[src/rtl/argmax_stream.sv]
// Streaming argmax: scans N elements (one per accepted beat) and reports the
// first index of the maximum. Optional ARGMAX_STREAM_TOP2_EN adds runner-up outputs.
module argmax_stream #(
  parameter int N      = 10,
  parameter int W      = 16,
  parameter int IDX_W  = 4,
  parameter int SIGNED = 1
) (
  input  logic             clk,
  input  logic             rst_n,
  input  logic             start,
  input  logic             clear,
  input  logic             in_valid,
  input  logic [W-1:0]     in_data,
  output logic             in_ready,
  output logic [IDX_W-1:0] max_index,
  output logic [W-1:0]     max_value,
  output logic             busy,
  output logic             done
`ifdef ARGMAX_STREAM_TOP2_EN
  ,
  output logic [IDX_W-1:0] second_index,
  output logic [W-1:0]     second_value
`endif
);

  typedef enum logic [1:0] {IDLE, ACCUM, DONE} state_t;

  state_t           state, state_nxt;
  logic [IDX_W-1:0] cnt;
  logic [W-1:0]     best_val, nb_val;
  logic [IDX_W-1:0] best_idx, nb_idx;
  logic             beat, first, last;

  function automatic logic gt(input logic [W-1:0] a, input logic [W-1:0] b);
    if (SIGNED != 0) return $signed(a) > $signed(b);
    else             return a > b;
  endfunction

  assign in_ready = (state == ACCUM);
  assign busy     = (state != IDLE);
  assign done     = (state == DONE);
  // clear outranks any beat presented in the same cycle
  assign beat     = in_valid && in_ready && !clear;
  assign first    = (cnt == '0);
  assign last     = (cnt == IDX_W'(N-1));

  always_comb begin
    nb_val = best_val;
    nb_idx = best_idx;
    if (first || gt(in_data, best_val)) begin
      nb_val = in_data;
      nb_idx = cnt;
    end
  end

`ifdef ARGMAX_STREAM_TOP2_EN
  logic [W-1:0]     sec_val, ns_val;
  logic [IDX_W-1:0] sec_idx, ns_idx;
  logic             sec_vld, ns_vld;

  // runner-up: displaced best, or a non-winning beat that beats the current runner-up
  always_comb begin
    ns_val = sec_val;
    ns_idx = sec_idx;
    ns_vld = sec_vld;
    if (first) begin
      ns_val = '0;
      ns_idx = '0;
      ns_vld = 1'b0;
    end else if (gt(in_data, best_val)) begin
      ns_val = best_val;
      ns_idx = best_idx;
      ns_vld = 1'b1;
    end else if (!sec_vld || gt(in_data, sec_val)) begin
      ns_val = in_data;
      ns_idx = cnt;
      ns_vld = 1'b1;
    end
  end

  always_ff @(posedge clk or negedge rst_n) begin
    if (!rst_n) begin
      sec_val      <= '0;
      sec_idx      <= '0;
      sec_vld      <= 1'b0;
      second_index <= '0;
      second_value <= '0;
    end else if (beat) begin
      sec_val <= ns_val;
      sec_idx <= ns_idx;
      sec_vld <= ns_vld;
      if (last) begin
        second_index <= ns_idx;
        second_value <= ns_val;
      end
    end
  end
`endif

  always_comb begin
    state_nxt = state;
    case (state)
      IDLE:    if (start && !clear) state_nxt = ACCUM;
      ACCUM:   if (clear) state_nxt = IDLE;
               else if (beat && last) state_nxt = DONE;
      DONE:    state_nxt = IDLE;
      default: state_nxt = IDLE;
    endcase
  end

  always_ff @(posedge clk or negedge rst_n) begin
    if (!rst_n) state <= IDLE;
    else        state <= state_nxt;
  end

  always_ff @(posedge clk or negedge rst_n) begin
    if (!rst_n) begin
      cnt       <= '0;
      best_val  <= '0;
      best_idx  <= '0;
      max_index <= '0;
      max_value <= '0;
    end else if (clear || (state == IDLE && start)) begin
      cnt <= '0;
    end else if (beat) begin
      best_val <= nb_val;
      best_idx <= nb_idx;
      if (last) begin
        cnt       <= '0;
        max_index <= nb_idx;
        max_value <= nb_val;
      end else begin
        cnt <= cnt + 1'b1;
      end
    end
  end

endmodule
[config.mk]
export PLATFORM = sky130hd
export DESIGN_NAME = argmax_stream
export DESIGN_NICKNAME = d
export VERILOG_FILES = /design/src/rtl/argmax_stream.sv
export SDC_FILE = /design/constraint.sdc
export NUM_CORES = 1
export LEC_CHECK = 0
export CAP_MARGIN = 40
export CORE_MARGIN = 2
export CORE_UTILIZATION = 45
export CTS_CLUSTER_SIZE = 10
export DETAILED_ROUTE_END_ITERATION = 6
export HOLD_SLACK_MARGIN = 0.03
export PLACE_DENSITY_LB_ADDON = 0.08
export SLEW_MARGIN = 30
export SYNTH_ARGS = -nofsm -noshare
export SYNTH_HDL_FRONTEND = slang
export SYNTH_SLANG_ARGS = --single-unit
[constraint.sdc]
create_clock -name clk -period 2.64 [get_ports clk]
set_input_delay 0.264 -clock clk [delete_from_list [all_inputs] [get_ports clk]]
set_output_delay 0.264 -clock clk [all_outputs]
set_load 0.005 [all_outputs]
==> results of run 1 <==
## kinds of logic (layout without fill, tap and decap cells)
logic type	after synthesis	count (layout)	synth area share, %
buffers and inverters	32	94	5.64
flip-flops	46	46	45.5
multiplexers	18	18	8.01
AND/OR/NAND/NOR	50	50	9.64
adder cells (fa/ha/maj)	19	19	9.40
XOR/XNOR	1	1	0.346
AO/OA/AOI/OAI	82	82	21.5
## routing by layer
layer  up-vias  track usage, %  share of wire [%]
li1       1026               -                  -
met1       989            26.3                 47
met2        35            33.8                 49
met3         8            3.30                2.9
met4         0            5.17                1.0
met5         -               0                  0
## area by class of cell
cell class | instances | share of cell area, %
clock buffers | 7 | 2.57
well taps | 72 | 2.68
multi-input cells | 170 | 39.1
repair buffers | 66 | 18.9
flip-flops and latches | 46 | 34.3
clock inverters | 1 | 0.149
inverters | 20 | 2.24
## worst max-delay path, delay by kind of cell
kind                     cells  cell delay (ns)
AO/OA/AOI/OAI                5             1.18
adder cells (fa/ha/maj)      1             0.33
buffers and inverters        2             0.65
multiplexers                 1             0.31
## power groups by stage
stage / Clock (W) / Combinational [W] / Sequential, W
global placement: 0 / 0.000489 / 0.000816
detailed placement: 0 / 0.000498 / 0.000819
CTS: 0.000463 / 0.000511 / 0.000804
global route: 0.000490 / 0.000618 / 0.000815
floorplan: 0 / 0.000307 / 0.000809
finish: 0.000446 / 0.000551 / 0.000804
## cells in the mapped netlist (4+ instances only)
master | n | area (um^2)
nand2_1 | 8 | 30.0
clkbuf_1 | 5 | 18.8
inv_1 | 19 | 71.3
a32o_1 | 4 | 40.0
o31a_1 | 16 | 140
a21oi_1 | 22 | 110
nand3_1 | 5 | 25.0
nor3_1 | 4 | 20.0
nor2_1 | 21 | 78.8
ha_1 | 19 | 238
mux2_1 | 18 | 203
o21ai_0 | 7 | 35.0
dfrtp_1 | 46 | 1150
o21ai_1 | 17 | 85.1
## per-stage QoR
stage | instances | cell area [um^2] | total power [W] | hold WS (ns) | util [%]
final | 382 | 3360 | 0.00180 | 0.0529 | 61.3
after global routing | 382 | 3360 | 0.00192 | 0.114 | 61.3
after CTS | 381 | 3260 | 0.00178 | 0.0760 | 59.6
after detailed placement | 373 | 3160 | 0.00132 | 0.396 | 57.7
after global placement | 373 | 3160 | 0.00131 | 0.403 | 57.7
after floorplan | 248 | 2530 | 0.00112 | -0.0316 | -
## worst paths after layout
check	startpoint	end	slack (ns)	cells after the start
min in group clk	in_data[13]	max_value[13]	0.32	3
setup reg to reg	best_val[11]	best_val[12]	0.13	9
hold / removal	rst_n	max_value[11]	0.05	2
hold reg to reg	best_val[2]	best_val[2]	0.50	1
max in group asynchronous	rst_n	best_val[15]	2.19	2
setup / recovery	in_data[11]	best_val[12]	0.1	9
## state kept, by name, summed over array words and instances (netlist names)
| name | cells |
|---|---|
| cnt | 4 |
| state | 2 |
| best_idx | 4 |
| best_val | 16 |
| max_value | 16 |
| max_index | 4 |
## timing repair
item	CTS	global route
pin swaps	1	4
setup buffers	0	0
endpoints found under the setup margin	18	33
resized for setup	2	9
cloned	0	1
==> results_dict.tcl, run 1 <==
set metrics [dict create \
    wl_per_cell_um 14.8 \
    fin_crit_ns 2.54 \
    cts.htree.levels 2 \
    dr.first_iter.drc_count 96 \
    num-nets-final 349 \
    timing.final.max_slew_violations 0 \
    flow.area_growth_from_synthesis_pct 32.6 \
    syn_inst 248 \
    required_ns 2.82 \
    avgSynthCellArea_um2 10.2 \
    cts_hold_buf 0 \
    p_switching_w 0.000571 \
    outcome "finished, final reports clean" \
    viasPerCell 5.39 \
    io_pins 44 \
    setup_viol 0 \
    place_ws_ns -0.375 \
    layout-drive-gt1-share_pct 13.2 \
    p_int_w 0.00123 \
    pwr_density_cell_nw_per_um2 537 \
    totalWireLength_um 5660 \
    gp_congestion 0.803 \
    ys.flop_type "dfrtp_1" \
    fin_setup_tns_ns 0 \
    finClkSkew_ns 0.00692 \
    hpwl_um 3880 \
    clockBufferDepth 2 \
    slew-limit-headroom_pct 60.6 \
    ir_worst_vdd_mv 0.218 \
    hold_viol_final 0 \
    regArea_um2 1150 \
    worstSetupPathType "in -> reg" \
    yosysWarnings 0 \
    grt_pass1_vias 2143 \
    synth-seq-cells 46 \
    grt_overflow 0 \
    root_buffer "clkbuf_8" \
    grt_max_degree 47 \
    cp.arrival_ns 2.73 \
    drcViolationCount 0 \
    power.leakage_nw 1.54 \
    final_common_cell "dfrtp_1" \
    core_area_um2 5470 \
    cts_made_buffers 5 \
    synth_cell_types 40 \
    min_path_type "in -> async" \
    worstPathMaxFanout 8 \
    synth_area_um2 2530 \
    p_seq_share_pct 44.6 \
    crit_path_start_kind "input port" \
    place.port_buffers 43 \
    path_cells "clkdlybuf4s50_1 > ha_1 > a21oi_1 > o21bai_1 > a2111o_1 > a32o_2 > o21ai_4 > clkbuf_16 > mux2_1" \
    vias 2058 \
    clkSlewWorstSetupHoldPaths_ns 0.08 \
    ys_seq_area_share_pct 45.5 \
    cts_tree "yes" \
    die_y_um 79.0 \
    insertion_delay_ns 0.30 \
    cap_violations 0 \
    num_antenna_cells 0 \
    syn_nets 288 \
    dr.pass1.iters 4 \
    mostFrequentLayoutCells "46 x dfrtp_1, 39 x clkdlybuf4s50_1, 22 x a21oi_1" \
    synth_async_sr_flop_share_pct 100 \
    initial_core_util_pct 46.2 \
    synth_edf_count 0 \
    multi_input_area_um2 1310 \
    cp_slowest_cell "clkdlybuf4s50_1" \
    grtUsageTotal_pct 19.9 \
    dieWidth_um 79.0 \
    grt_pass1_wl_um 9850 \
    fp-row-count 27 \
    swShare_pct 31.7 \
    timing.final.ws_setup_ns 0.0965 \
    p_comb_share_pct 30.6 \
    grt_antenna_before_repair 0 \
    critical-path-max-stage-delay_ns 0.45 \
    endpoint_kind "flop" \
    timing.fmax_ghz 0.393 \
    fin_crit_sh_pct 96.3 \
    fp.dieArea_um2 6240 \
    antenna_left 0 \
    nFillCells 489 \
    tightest_slew_ns 0.590 \
    power_frac_clock_pct 24.8 \
    clock_sinks 46 \
]
Note: power is estimated with default switching activity, not from simulation.
==> inputs of run 2 (changes only) <==
CORE_MARGIN = not set   (was 2)
==> run 2 against run 1 <==
Flip-flop and latch count unchanged. Fmax shrank 1.0%. Power decreased by 2.7%. Clock skew is essentially flat. Critical path depth stayed put. Sequential share of layout area up 0.76 points. Final area decreased by 2.2%. Critical path type unchanged. Largest cell class unchanged.
==> results_dict.tcl, run 2 (synthesized netlist as in run 1, its figures left out) <==
set metrics [dict create \
    outcome "finished, final reports clean" \
    cp.arrival_ns 2.75 \
    insertion_delay_ns 0.30 \
    regArea_um2 1150 \
    io_pins 44 \
    mostFrequentLayoutCells "46 x dfrtp_1, 42 x clkdlybuf4s50_1, 21 x nor2_1, 21 x a21oi_1, 19 x inv_1" \
    total_power_w 0.00175 \
    place.port_buffers 43 \
    fin_crit_ns 2.57 \
    root_buffer "clkbuf_8" \
    num_antenna_cells 0 \
    setup_viol 0 \
    ir_worst_vdd_mv 0.268 \
    grt_pass1_wl_um 9290 \
    fp-row-count 26 \
    power.leakage_nw 1.49 \
    worstSetupPathType "in -> reg" \
    layout-drive-gt1-share_pct 11.7 \
    clockBufferDepth 2 \
    viasPerCell 5.33 \
    fin_crit_sh_pct 97.4 \
    fp.dieArea_um2 5930 \
    hpwl_um 3700 \
    finClkSkew_ns 0.00676 \
    min_path_type "in -> async" \
    totalWireLength_um 5340 \
    pwr_density_cell_nw_per_um2 534 \
    cp_slowest_cell "clkdlybuf4s50_1" \
    timing.final.ws_setup_ns 0.0695 \
    largestRegisters "best_val: 16 flops, max_value: 16 flops" \
    timing.fmax_ghz 0.389 \
    num-nets-final 346 \
    grt_overflow 0 \
    crit_path_start_kind "input port" \
    required_ns 2.82 \
    clock_sinks 46 \
    cts_tree "yes" \
    wl_per_cell_um 14.2 \
    antenna_left 0 \
    tightest_slew_ns 0.591 \
    dr.first_iter.drc_count 97 \
    grt_pass1_vias 1974 \
    dieWidth_um 77.0 \
    drcViolationCount 0 \
    final_common_cell "dfrtp_1" \
    flow.area_growth_from_synthesis_pct 29.8 \
    multi_input_area_um2 1280 \
    cts_hold_buf 0 \
    dpl-instance-area_um2 3140 \
    place_ws_ns -0.278 \
    slew-limit-headroom_pct 60.6 \
    initial_core_util_pct 48.0 \
    endpoint_kind "flop" \
    clkSlewWorstSetupHoldPaths_ns 0.09 \
    vias 2010 \
    core_area_um2 5270 \
    post_cts_buffers 0 \
    cts_made_buffers 5 \
    dr.pass1.iters 4 \
    cts_resized 0 \
    grt_antenna_before_repair 0 \
    path_cells "clkdlybuf4s50_1 > ha_1 > nand4_4 > o21bai_1 > a2111o_1 > a32o_1 > o21ai_4 > buf_6 > mux2_1" \
    grt_max_degree 47 \
    die_y_um 77.0 \
    critical-path-max-stage-delay_ns 0.45 \
    worstPathMaxFanout 8 \
    holdWs_ns 0.0484 \
    utilization_pct 62.3 \
    timing.final.max_slew_violations 0 \
    nFillCells 485 \
    cts.htree.levels 2 \
    crit_family "compound AO/OA/AOI/OAI gates" \
    gp_congestion 0.806 \
    hold_viol_final 0 \
    stdcell_area_um2 3280 \
    grtUsageTotal_pct 19.7 \
    path_buf_inv 2 \
    cap_violations 0 \
]
-- run 2: cell types whose count changed in the layout (fill, tap and decap cells not counted) --
cell             delta
buf_4               -4
clkdlybuf4s50_1     +3
clkbuf_16           -1
a21oi_1             -1
ha_4                -3
a32o_2              -1
a32o_1              +1
ha_1                +3
nor3_2              +1
dlymetal6s2s_1      -3
a21oi_2             +1
buf_6               +2
nor3_1              -1
-- run 2: worst register-to-register path: stages, from the launching register on --
cell	delay [ns]
dfrtp_1	0.35
inv_1	0.06
ha_1	0.32
nand4_4	0.15
o21bai_1	0.11
a2111o_1	0.42
a32o_1	0.31
o21ai_4	0.17
buf_6	0.17
mux2_1	0.34
-- run 2: where the power goes --
| group | leakage [nW] | switching (W) | internal (W) |
|---|---|---|---|
| sequential | 0.608 | 0.0000356 | 0.000770 |
| clock | 0.0482 | 0.000233 | 0.000212 |
| combinational | 0.831 | 0.000286 | 0.000217 |
-- run 2: routing by layer --
| layer | part of all wire (%) | vias up | track usage [%] |
|---|---|---|---|
| met4 | 1.0 | 0 | 5.09 |
| met5 | 0 | - | 0 |
| met3 | 3.6 | 6 | 4.17 |
| li1 | - | 1016 | - |
| met1 | 50 | 952 | 26.8 |
| met2 | 45 | 36 | 32.0 |
-- run 2: worst paths after layout --
check,endpoint,start,depth (start not counted),slack [ns]
max in group asynchronous,best_idx[0],rst_n,2,2.19
max reg2reg,best_val[3],best_val[14],9,0.12
min in group clk,best_val[9],best_val[9],1,0.49
min reg2reg,best_val[9],best_val[9],1,0.49
min,max_value[6],rst_n,2,0.05
max,best_val[3],in_data[14],9,0.07
-- run 2: metrics by stage --
| stage | setup TNS (ns) | std cells |
|---|---|---|
| floorplan | 0 | 248 |
| global placement | -5.33 | 369 |
| detailed placement | -7.23 | 369 |
| CTS | 0 | 377 |
| global route | -0.0276 | 377 |
| finish | 0 | 377 |
-- run 2: cell type report --
class | instances | area share [%]
clock inverters | 1 | 0.152
multi-input cells | 170 | 39.1
flip-flops and latches | 46 | 35.1
well taps | 70 | 2.67
inverters | 20 | 2.29
repair buffers | 63 | 18.1
clock buffers | 7 | 2.63
